File: src/rtl/riscv_pkg.sv
// Shared RISC-V front-end definitions: data width, canonical NOP, fetch FSM state
// and the entry format held in the fetch buffer.
package riscv_pkg;

    localparam int unsigned XLEN      = 32;
    localparam logic [31:0] NOP_INSTR = 32'h0000_0013;

    typedef enum logic {
        StRun,
        StDrain
    } fetch_state_e;

    typedef struct packed {
        logic [XLEN-1:0] pc;
        logic [XLEN-1:0] instr;
    } fetch_entry_t;

endpackage

File: src/rtl/fetch_fifo.sv
// Instruction buffer: DEPTH-entry circular FIFO with synchronous flush.
// Push when full is ignored; pop when empty is ignored.
module fetch_fifo #(
    parameter int unsigned DEPTH = 2,
    parameter int unsigned WIDTH = 64
) (
    input  logic                       clk,
    input  logic                       rst,
    input  logic                       flush,
    input  logic                       push,
    input  logic [WIDTH-1:0]           push_data,
    input  logic                       pop,
    output logic [WIDTH-1:0]           head_data,
    output logic                       empty,
    output logic [$clog2(DEPTH+1)-1:0] count
);

    localparam int unsigned PtrW = (DEPTH > 1) ? $clog2(DEPTH) : 1;
    localparam int unsigned CntW = $clog2(DEPTH + 1);
    localparam logic [PtrW-1:0] LastPtr = PtrW'(DEPTH - 1);

    logic [WIDTH-1:0] mem_q [DEPTH];
    logic [PtrW-1:0]  rd_ptr_q;
    logic [PtrW-1:0]  wr_ptr_q;
    logic [CntW-1:0]  count_q;
    logic             do_push;
    logic             do_pop;

    function automatic logic [PtrW-1:0] ptr_inc(input logic [PtrW-1:0] p);
        return (p == LastPtr) ? '0 : p + PtrW'(1);
    endfunction

    assign empty     = (count_q == '0);
    assign count     = count_q;
    assign head_data = mem_q[rd_ptr_q];
    assign do_pop    = pop && !empty;
    assign do_push   = push && ((count_q != CntW'(DEPTH)) || do_pop);

    always_ff @(posedge clk or posedge rst) begin
        if (rst) begin
            rd_ptr_q <= '0;
            wr_ptr_q <= '0;
            count_q  <= '0;
        end else if (flush) begin
            rd_ptr_q <= '0;
            wr_ptr_q <= '0;
            count_q  <= '0;
        end else begin
            if (do_push) wr_ptr_q <= ptr_inc(wr_ptr_q);
            if (do_pop)  rd_ptr_q <= ptr_inc(rd_ptr_q);
            count_q <= count_q + CntW'(do_push) - CntW'(do_pop);
        end
    end

    // Storage needs no reset: the head is only observed while count is non-zero.
    always_ff @(posedge clk) begin
        if (do_push && !flush) mem_q[wr_ptr_q] <= push_data;
    end

endmodule

File: src/rtl/instr_fetch.sv
// Instruction fetch unit: in-order request/response front end with redirect handling.
// Define IF_MISALIGN_TRAP_EN to trap misaligned redirect targets via id_fault.
module instr_fetch
    import riscv_pkg::*;
#(
    parameter logic [31:0] RESET_PC  = 32'h0000_0000,
    parameter int unsigned BUF_DEPTH = 2
) (
    input  logic            clk,
    input  logic            rst,
    output logic            imem_req_valid,
    output logic [XLEN-1:0] imem_req_addr,
    input  logic            imem_req_ready,
    input  logic            imem_rsp_valid,
    input  logic [XLEN-1:0] imem_rsp_data,
    input  logic            redirect_valid,
    input  logic [XLEN-1:0] redirect_pc,
    output logic            id_valid,
    input  logic            id_ready,
    output logic [XLEN-1:0] id_pc,
    output logic [XLEN-1:0] id_instr,
    output logic [XLEN-1:0] pc_reg
`ifdef IF_MISALIGN_TRAP_EN
    ,
    output logic            id_fault
`endif
);

    localparam int unsigned CntW = $clog2(BUF_DEPTH + 1);
    localparam logic [CntW-1:0] Depth = CntW'(BUF_DEPTH);

    fetch_state_e    state_q;
    logic [XLEN-1:0] pc_q;
    logic [XLEN-1:0] rsp_pc_q;
    logic [XLEN-1:0] target;
    logic [CntW-1:0] outstanding_q;
    logic [CntW-1:0] out_next;
    logic [CntW-1:0] fifo_count;
    logic [CntW-1:0] free_slots;
    logic            stall;
    logic            accept;
    logic            push;
    logic            pop;
    logic            fifo_empty;
    fetch_entry_t    push_entry;
    fetch_entry_t    head_entry;
    logic [$bits(fetch_entry_t)-1:0] head_bits;

`ifdef IF_MISALIGN_TRAP_EN
    logic fault_pend_q;
    logic fault_stall_q;
    logic misalign;

    assign target   = redirect_pc;
    assign misalign = redirect_pc[1:0] != 2'b00;
    assign stall    = fault_stall_q;
`else
    assign target = redirect_pc & ~XLEN'(3);
    assign stall  = 1'b0;
`endif

    // Only issue when every in-flight response is guaranteed a buffer slot.
    assign free_slots     = Depth - fifo_count;
    assign imem_req_valid = !rst && (state_q == StRun) && !redirect_valid && !stall &&
                            (free_slots > outstanding_q);
    assign imem_req_addr  = pc_q;
    assign pc_reg         = pc_q;
    assign accept         = imem_req_valid && imem_req_ready;
    assign out_next       = outstanding_q + CntW'(accept) - CntW'(imem_rsp_valid);

    assign push       = imem_rsp_valid && (state_q == StRun) && !redirect_valid;
    assign push_entry = '{pc: rsp_pc_q, instr: imem_rsp_data};
    assign pop        = id_ready && !fifo_empty;
    assign head_entry = head_bits;

    fetch_fifo #(
        .DEPTH (BUF_DEPTH),
        .WIDTH ($bits(fetch_entry_t))
    ) u_fifo (
        .clk       (clk),
        .rst       (rst),
        .flush     (redirect_valid),
        .push      (push),
        .push_data (push_entry),
        .pop       (pop),
        .head_data (head_bits),
        .empty     (fifo_empty),
        .count     (fifo_count)
    );

    always_comb begin
        id_valid = !fifo_empty;
        id_pc    = '0;
        id_instr = '0;
        if (!fifo_empty) begin
            id_pc    = head_entry.pc;
            id_instr = head_entry.instr;
        end
`ifdef IF_MISALIGN_TRAP_EN
        id_fault = 1'b0;
        if (fault_pend_q) begin
            id_valid = 1'b1;
            id_pc    = pc_q;
            id_instr = NOP_INSTR;
            id_fault = 1'b1;
        end
`endif
    end

    always_ff @(posedge clk or posedge rst) begin
        if (rst) begin
            state_q       <= StRun;
            pc_q          <= RESET_PC;
            rsp_pc_q      <= RESET_PC;
            outstanding_q <= '0;
`ifdef IF_MISALIGN_TRAP_EN
            fault_pend_q  <= 1'b0;
            fault_stall_q <= 1'b0;
`endif
        end else begin
            outstanding_q <= out_next;
            if (redirect_valid) begin
                pc_q     <= target;
                rsp_pc_q <= target;
                // Anything still in flight after this edge belongs to the old path.
                if (state_q == StDrain || out_next != '0) state_q <= StDrain;
                else                                        state_q <= StRun;
            end else begin
                if (accept) pc_q     <= pc_q + 32'd4;
                if (push)   rsp_pc_q <= rsp_pc_q + 32'd4;
                if (state_q == StDrain && out_next == '0) state_q <= StRun;
            end
`ifdef IF_MISALIGN_TRAP_EN
            if (redirect_valid) begin
                fault_pend_q  <= misalign;
                fault_stall_q <= misalign;
            end else if (fault_pend_q && id_ready) begin
                fault_pend_q <= 1'b0;
            end
`endif
        end
    end

endmodule

File: config.mk
export PLATFORM = sky130hd
export DESIGN_NAME = instr_fetch
export DESIGN_NICKNAME = d
export VERILOG_FILES = /design/src/rtl/riscv_pkg.sv /design/src/rtl/fetch_fifo.sv /design/src/rtl/instr_fetch.sv
export SDC_FILE = /design/constraint.sdc
export NUM_CORES = 1
export LEC_CHECK = 0
export ABC_AREA = 1
export BUFFER_PORTS_ARGS = -buffer_cell sky130_fd_sc_hd__buf_2
export CAP_MARGIN = 20
export CORE_MARGIN = 2
export CORE_UTILIZATION = 55
export CTS_CLUSTER_DIAMETER = 150
export DETAILED_ROUTE_END_ITERATION = 7
export MAX_ROUTING_LAYER = met4
export PLACE_DENSITY = 0.83
export SYNTH_ARGS = -nofsm -noshare
export SYNTH_HDL_FRONTEND = slang
export SYNTH_SLANG_ARGS = --single-unit
File: constraint.sdc
create_clock -name clk -period 12.2 [get_ports clk]
set_input_delay 1.83 -clock clk [delete_from_list [all_inputs] [get_ports clk]]
set_output_delay 1.83 -clock clk [all_outputs]
set_load 0.03 [all_outputs]
Word-level counts from Yosys, hierarchy flattened:

Memories as Yosys holds them, arrays and structs flattened.
Index checks and enable logic that the tools add are counted.

* register bits: 71
* RAM bits: 128
* input bits: 70
* output and inout port bits: 130
* word-level logic and storage cells: 62
* memories: 1

* $add $sub $neg: 9
* $lt $le $gt $ge: 1
* eq/ne operators: 1
* multiplexer cells: 18
* bitwise logic cells: 1
* reduce and logical (&&, ||, !) cells: 24

Memories
* u_fifo.mem_q: words 2, width 64, read ports 1, clocked after memory_dff 0, write ports 1, RTL line fetch_fifo.sv:22 `logic [WIDTH-1:0] mem_q [DEPTH];`

Operators with widths (number)
* 2-to-1 mux 32 bit: 6
* adder 32 x 3 -> 32 bit (second input constant): 2
* nonzero test 2 bit: 6
* logical AND 1 bit: 11
* 2-to-1 mux 1 bit: 11
* adder 2 x 1 -> 2 bit: 2
* zero test 2 bit: 2
* subtractor 2 x 1 -> 2 bit: 2
* zero test 1 bit: 3
* adder 1 bit (second input constant): 2
* > comparator 2 bit: 1
* logical OR 1 bit: 2
* 2-to-1 mux 2 bit: 1
* inequality test 2 bit (second input constant): 1
* subtractor 2 bit (first input constant): 1
* inverter 1 bit: 1

Logic depth before layout (Yosys ltp):

Gate-level depths: netlist of the first run.

* word-level depth: 11
* gate-level depth with buffers: 14
* mapped depth without buffers: 14

Cells and area by module:

A second synthesis of the first run with hierarchy kept.

* cells, all modules: 1202
* area, all modules: 10178.5 sq um

By module, submodules not included
* instr_fetch: instances 1, cells each 829, area each 5211.2 sq um, sequential area each 1576.5 sq um
* fetch_fifo: instances 1, cells each 373, area each 4967.3 sq um, sequential area each 3943.8 sq um

Worst setup path before layout of the first run:

No wires, ideal clock.

* kind: input port to output port
* start: input rst
* end: output imem_req_valid
* arrival: 4.280 ns
* required time: 10.370 ns
* slack: 6.090 ns
* stages on the path: 3
* path buffers: 0
* path through: inv_1 -> nand3_1 -> nor3_1

* word-level cells in the longest chain between the ends: 4

Ends and longest elaborated chain
* start, declared: RTL line instr_fetch.sv:10 `input logic rst,`
* zero test 1 bit (no source line)
* logical AND 1 bit (3 in series): RTL line instr_fetch.sv:64 `assign imem_req_valid = !rst && (state_q == StRun) && !redirect_valid && !stall &&`
* end, declared: RTL line instr_fetch.sv:11 `output logic imem_req_valid,`

Every way passes these cells.

Worst setup path after layout of the first run:

Ends and elaborated chain as after synthesis.

==> results of run 1 <==
## state kept, by name (all words and copies together), names as in the netlist
register	flops
u_fifo.count	2
u_fifo.mem_q	124
u_fifo.rd_ptr_q	1
imem_req_addr	30
u_fifo.wr_ptr_q	1
state_q	1
outstanding_q	2
rsp_pc_q	30
## metal layers
metal,wire length (um),vias to the layer above,GRT usage [%]
met2,10800,380,40.4
met3,1970,54,5.42
met5,0,-,-
met1,9470,3665,33.5
met4,644,0,9.72
li1,-,3782,-
## cell families after synthesis
| family | count (synthesis) | synth area share, % |
|---|---|---|
| flip-flops | 191 | 56.7 |
| AND/OR/NAND/NOR | 540 | 23.5 |
| XOR/XNOR | 24 | 2.21 |
| adder cells (fa/ha/maj) | 10 | 1.31 |
| other | 1 | 0.0394 |
| buffers and inverters | 177 | 8.62 |
| AO/OA/AOI/OAI | 132 | 7.56 |
## synthesized netlist by cell type, drive strengths merged
| cell type | count | area (um^2) |
|---|---|---|
| or2 | 1 | 6.26 |
| o221ai | 3 | 26.3 |
| buf | 47 | 333 |
| o22ai | 1 | 6.26 |
| nand3 | 70 | 355 |
| xnor2 | 7 | 61.3 |
| nand3b | 2 | 27.5 |
| a22oi | 1 | 7.51 |
| dfrtp | 67 | 1680 |
| and2 | 1 | 6.26 |
| ha | 10 | 125 |
| edfxtp | 124 | 3720 |
| nand4 | 10 | 62.6 |
| o21ai | 94 | 470 |
| a31oi | 3 | 18.8 |
| nor3 | 12 | 65.1 |
| xor2 | 17 | 149 |
| nand2 | 237 | 900 |
| nor2 | 207 | 820 |
| conb | 1 | 3.75 |
| clkinv | 1 | 3.75 |
| a21oi | 14 | 70.1 |
| clkbuf | 21 | 78.8 |
| o21bai | 4 | 30.0 |
| inv | 108 | 405 |
| o211ai | 12 | 90.1 |
## area by class of cell
type	instances	area, um^2	share of cell area (%)
clock buffers	18	429	3.88
repair buffers	198	1020	9.23
well taps	225	282	2.55
flip-flops and latches	191	5400	48.8
inverters	109	409	3.70
clock inverters	14	180	1.63
multi-input cells	712	3330	30.2
## worst max-delay path by stage
| stage | end | cells past startpoint | start |
|---|---|---|---|
| after global placement | imem_req_valid | 6 | rst |
| after detailed placement | imem_req_valid | 6 | rst |
| after global routing | imem_req_valid | 6 | rst |
| after floorplan | imem_req_valid | 3 | rst |
| final | imem_req_valid | 6 | rst |
| after CTS | imem_req_valid | 6 | rst |
## through the flow
stage	worst slack (ns)	power (uW)	area (um^2)
3_3_place_gp	6.99	1590	10400
4_1_cts	6.99	2180	11000
2_1_floorplan	6.09	1400	9540
6_report	7.08	2170	11100
3_5_place_dp	6.99	1610	10400
5_1_grt	6.84	2290	11100
## worst max-delay path, cell delays in order
cell     delay [ns]
buf_2          0.10
inv_2          0.03
buf_4          0.67
nand3_1        0.23
nor3_1         0.20
buf_2          0.22
## where the power goes
part	internal [uW]	switching [uW]
Combinational	204	562
Sequential	770	69.5
Clock	310	258
==> impl_metrics.env, run 1 <==
export IMPL_status="completed"
export IMPL_min_period_ns=5.12
export IMPL_finalHoldViolCount=0
export IMPL_io_buffer_count=191
export IMPL_cp_arrival_ns=3.29
export IMPL_grt_overflow_total=0
export IMPL_clock_skew_ns=0.00899
export IMPL_ant_nets=0
export IMPL_cts_root_buf="clkbuf_16"
export IMPL_area_growth_pct=16.1
export IMPL_reg2reg_from="u_fifo.count[1]$_DFF_PP0_"
export IMPL_num_nets_final=1309
export IMPL_die_width_um=136
export IMPL_crit_fanout=68
export IMPL_clock_fmax_ghz=0.195
export IMPL_cts_buffer_depth=2
export IMPL_fin_setup_tns_ns=0
export IMPL_tightest_slew_ns=0.884
export IMPL_rows=48
export IMPL_whs_ns=0.513
export IMPL_grt_pass1_vias=7078
export IMPL_path_class="input pin to primary output"
export IMPL_synth_distinct_cells=38
export IMPL_r2r_end="u_fifo.mem_q[1][61]$_DFFE_PP_"
export IMPL_h_tree_depth=4
export IMPL_post_drt_wl_per_cell_um=15.6
export IMPL_rsz0062_at_grt="no"
export IMPL_numCtsBuffers=17
export IMPL_grt_max_degree=69
export IMPL_final_core_util_pct=64.6
export IMPL_worstHoldPathCells=2
export IMPL_die_h_um=136
export IMPL_netlist_instances=1075
export IMPL_fin_crit_sh_pct=42.0
export IMPL_slew_headroom_pct=41.1
export IMPL_routabilityCongestion=1.01
export IMPL_grt_total_usage_pct=25.9
export IMPL_dp_hpwl_um=15600
export IMPL_powerDensity_nw_per_um2=197
export IMPL_grt_pass1_wl_um=35500
export IMPL_power_leakage_uw=0.00501
export IMPL_via_count=7881
export IMPL_final_cell_mix="nand2_1 (235), nor2_1 (192), buf_2 (191), edfxtp_1 (124), inv_1 (99)"
export IMPL_hold_path_class="register to register"
export IMPL_diodes=0
export IMPL_layout_cells_non_filler=1467
export IMPL_boundaryPins=200
export IMPL_cts_sinks=191
export IMPL_synth_warnings=0
export IMPL_cts_setup_buffers=0
export IMPL_cp_end_kind="primary output"
export IMPL_antenna_found_initial=0
export IMPL_drc=0
export IMPL_reg2reg_depth=9
export IMPL_clock_latency_ns=0.43
export IMPL_dr_pass1_iters=6
export IMPL_start_kind="input pin"
export IMPL_start_util_pct=55.6
export IMPL_drive_gt1_share_pct=20.9
export IMPL_cts_hold_buf=0
export IMPL_maxCapViolCount=0
export IMPL_vdd_drop_max_mv=0.109
export IMPL_dieArea_um2=18400
export IMPL_routed_wl_um=22900
export IMPL_placed_cells=1434
export IMPL_cts_resized=0
export IMPL_final_common_cell="nand2_1"
export IMPL_cts_clk_slew_worst_paths_ns=0.07
export IMPL_vias_per_cell=5.37
export IMPL_cts_tree="yes"
export IMPL_hp_start="state_q$_DFFE_PP0P_"
export IMPL_slew_viol_final=0
export IMPL_nFillCells=1399
export IMPL_ys_ff_latch=191
export IMPL_avgSynthCellArea_um2=8.86
export IMPL_netlist_area_um2=9520
export IMPL_seq_area_frac_synth_pct=56.7
export IMPL_dr_first_iter_drc_count=667
export IMPL_setup_viol=0
export IMPL_reg2reg_slack_ns=9.23
export IMPL_min_to="state_q$_DFFE_PP0P_"
export IMPL_critPathRequiredTime_ns=10.37
export IMPL_coreArea_um2=17100
(Power assumes the default switching activity.)
==> inputs of run 2 (changes only) <==
--- a/config.mk
+++ b/config.mk
@@ -5,15 +5,15 @@
 export SDC_FILE = /design/constraint.sdc
 export NUM_CORES = 1
 export LEC_CHECK = 0
-export ABC_AREA = 1
+export ABC_AREA = 0
 export BUFFER_PORTS_ARGS = -buffer_cell sky130_fd_sc_hd__buf_2
 export CAP_MARGIN = 20
 export CORE_MARGIN = 2
-export CORE_UTILIZATION = 55
+export CORE_UTILIZATION = 49
 export CTS_CLUSTER_DIAMETER = 150
 export DETAILED_ROUTE_END_ITERATION = 7
 export MAX_ROUTING_LAYER = met4
-export PLACE_DENSITY = 0.83
+export PLACE_DENSITY = 0.79
 export SYNTH_ARGS = -nofsm -noshare
 export SYNTH_HDL_FRONTEND = slang
 export SYNTH_SLANG_ARGS = --single-unit
==> constraint.sdc (replaced) <==
create_clock -name clk -period 4.2 [get_ports clk]
set_input_delay 0.63 -clock clk [delete_from_list [all_inputs] [get_ports clk]]
set_output_delay 0.63 -clock clk [all_outputs]
set_load 0.03 [all_outputs]
==> run 2 against run 1 <==
Hold slack got worse by 0.12 ns; final area fell by 6.6%; first-iteration DRC count decreased by 26%; wire length decreased by 18%; non-clock buffer count increased by 4; register-to-register slack got worse by 8.1 ns; critical path depth grew 9; via count down 23%; largest power group unchanged; highest routed layer unchanged.
==> impl_metrics.env, run 2 <==
export IMPL_status="completed"
export IMPL_netlist_instances=721
export IMPL_slew_viol_final=0
export IMPL_p_int_uw=3580
export IMPL_grt_pass1_wl_um=29500
export IMPL_yosys_cell_count_top_type="edfxtp_1"
export IMPL_placed_cell_area_um2=9750
export IMPL_synth_main_ff_cell="edfxtp_1"
export IMPL_ys_ff_latch=191
export IMPL_routed_wl_um=18700
export IMPL_grt_max_degree=64
export IMPL_grt_total_usage_pct=20.9
export IMPL_boundaryPins=200
export IMPL_synth_warnings=0
export IMPL_clock_fmax_ghz=0.321
export IMPL_maxCapViolCount=0
export IMPL_critPathRequiredTime_ns=4.51
export IMPL_cp_arrival_ns=3.43
export IMPL_netlist_area_um2=8790
export IMPL_hold_path_class="input pin to register"
export IMPL_post_drt_wl_per_cell_um=16.7
export IMPL_via_count=6045
export IMPL_rsz0062_at_grt="no"
export IMPL_fin_crit_sh_pct=74.1
export IMPL_ant_nets=0
export IMPL_synth_largest_area_cell="edfxtp_1"
export IMPL_start_util_pct=50.5
export IMPL_path_common_cell="inv_1"
export IMPL_slew_headroom_pct=34.8
export IMPL_crit_chain="inv_1 > ha_2 > inv_1 > ha_1 > a21oi_1 > nand2_1 > nor2_1 > inv_1 > ha_1 > inv_1 > ha_1 > xnor2_1 > xnor2_1 > o31ai_1 > nand2_1"
export IMPL_numCtsBuffers=17
export IMPL_min_period_ns=3.11
export IMPL_start_kind="register"
export IMPL_place_ws_ns=1.15
export IMPL_area_growth_pct=17.5
export IMPL_p_clk_share_pct=26.0
export IMPL_finalHoldViolCount=0
export IMPL_cts_setup_buffers=0
export IMPL_synth_area_leaders="edfxtp_1 (42%), dfrtp_1 (19%), mux2i_1 (7.2%)"
export IMPL_dieArea_um2=19000
export IMPL_comb_power_share_pct=33.0
export IMPL_final_common_cell="buf_2"
export IMPL_synth_distinct_cells=51
export IMPL_async_reset_ff_share_pct=35.1
export IMPL_num_nets_final=958
export IMPL_synthDominantCellAreaShare_pct=42.4
export IMPL_crit_slowest_cell="dfrtp_1"
export IMPL_final_cell_mix="buf_2 (191), edfxtp_1 (124), nor2_1 (74), dfrtp_1 (66), mux2i_1 (63)"
export IMPL_dp_hpwl_um=12700
export IMPL_fin_setup_tns_ns=0
export IMPL_setup_ws_ns=1.09
export IMPL_routabilityCongestion=0.891
export IMPL_cts_root_buf="clkbuf_16"
export IMPL_vdd_drop_max_mv=0.309
export IMPL_drc=0
export IMPL_tightest_slew_ns=0.978
export IMPL_max_stage_delay_ns=0.40
export IMPL_netlist_top_cells_count="edfxtp_1 (124), nor2_1 (74), dfrtp_1 (67)"
export IMPL_synth_enable_flop_cells=124
export IMPL_regMostFlops="u_fifo.mem_q"
export IMPL_powerDensity_nw_per_um2=556
export IMPL_cts_hold_buf=0
export IMPL_final_core_util_pct=59.3
export IMPL_dr_first_iter_drc_count=494
export IMPL_worst_path_buf_inv=4
export IMPL_avgSynthCellArea_um2=12.2
export IMPL_coreArea_um2=17400
export IMPL_cts_clk_slew_worst_paths_ns=0.07
export IMPL_vias_per_cell=5.42
export IMPL_cts_buffer_depth=2
export IMPL_grt_pass1_vias=5771
export IMPL_crit_fanout=15
export IMPL_grt_overflow_total=0
export IMPL_rows=48
export IMPL_seq_area_frac_synth_pct=61.4
export IMPL_cts_sinks=191
export IMPL_drive_gt1_share_pct=28.3
export IMPL_clock_latency_ns=0.43
export IMPL_clock_skew_ns=0.00574
export IMPL_switchingPower_uw=2160
export IMPL_largest_reg_flops=124
export IMPL_seq_power_share_pct=40.9
export IMPL_cp_end_kind="register"
export IMPL_setup_viol=0
export IMPL_swShare_pct=37.6
export IMPL_antenna_found_initial=0
export IMPL_die_width_um=138
export IMPL_diodes=0
export IMPL_io_buffer_count=191
export IMPL_whs_ns=0.391
export IMPL_dr_pass1_iters=5
export IMPL_h_tree_depth=4
export IMPL_fin_area_um2=10300
export IMPL_die_h_um=138
export IMPL_cts_resized=0
export IMPL_cts_tree="yes"
export IMPL_crit_family="adder cells"
export IMPL_path_class="register to register"
export IMPL_power_leakage_uw=0.00410
run 2: cell types whose count changed after synthesis, sizes merged, moves of 12 or more:
cell,before,now
nand3,70,30
and3,0,12
mux2,0,12
o311ai,0,13
nor2,207,74
o21ai,94,36
inv,108,20
mux2i,0,63
nand2,237,50
run 2: through the flow:
| stage | std cells | power (uW) |
|---|---|---|
| after floorplan | 726 | 3770 |
| after global placement | 1083 | 4260 |
| after detailed placement | 1083 | 4290 |
| after CTS | 1115 | 5790 |
| after global routing | 1116 | 6060 |
| final | 1116 | 5740 |
run 2: final timing paths:
kind,endpoint,cells past startpoint,from,slack [ns]
max,state_q$_DFFE_PP0P_,15,u_fifo.count[1]$_DFF_PP0_,1.09
min,u_fifo.mem_q[1][2]$_DFFE_PP_,1,imem_rsp_data[2],0.39
min reg2reg,u_fifo.mem_q[1][62]$_DFFE_PP_,0,rsp_pc_q[30]$_DFFE_PP0N_,0.51
max in group asynchronous,rsp_pc_q[26]$_DFFE_PP0N_,3,rst,2.90
min in group asynchronous,outstanding_q[0]$_DFF_PP0_,2,rst,0.42
max reg2reg,state_q$_DFFE_PP0P_,15,u_fifo.count[1]$_DFF_PP0_,1.09
run 2: cell families after synthesis:
group / share of synthesized area [%]
fa+ha+maj: 1.42
xor+xnor: 3.98
compound gates: 5.22
simple gates: 13.8
mux: 8.71
buf+inv: 5.39
other cells: 0.0427
flops: 61.4
run 2: cell type report:
class                   instances  area [um^2]
multi-input cells             446         2950
clock inverters                12          113
well taps                     225          282
repair buffers                202         1070
flip-flops and latches        191         5400
fillers                      1437         7090
inverters                      20         75.1
clock buffers                  20          437
run 2: per-layer routing:
metal | share of wire (%) | wire, um | vias up | global-route usage (%)
li1 | - | - | 2887 | -
met1 | 44 | 8260 | 2902 | 27.8
met2 | 48 | 8910 | 232 | 33.0
met3 | 6.6 | 1230 | 24 | 3.36
met4 | 1.5 | 274 | 0 | 7.03
met5 | 0 | 0 | - | -
run 2: power groups by stage:
stage / clock network (uW) / logic (uW) / registers (uW)
3_5_place_dp: 0 / 1840 / 2450
3_3_place_gp: 0 / 1820 / 2440
2_1_floorplan: 0 / 1410 / 2370
6_report: 1490 / 1900 / 2350
5_1_grt: 1610 / 2080 / 2370
4_1_cts: 1530 / 1850 / 2410
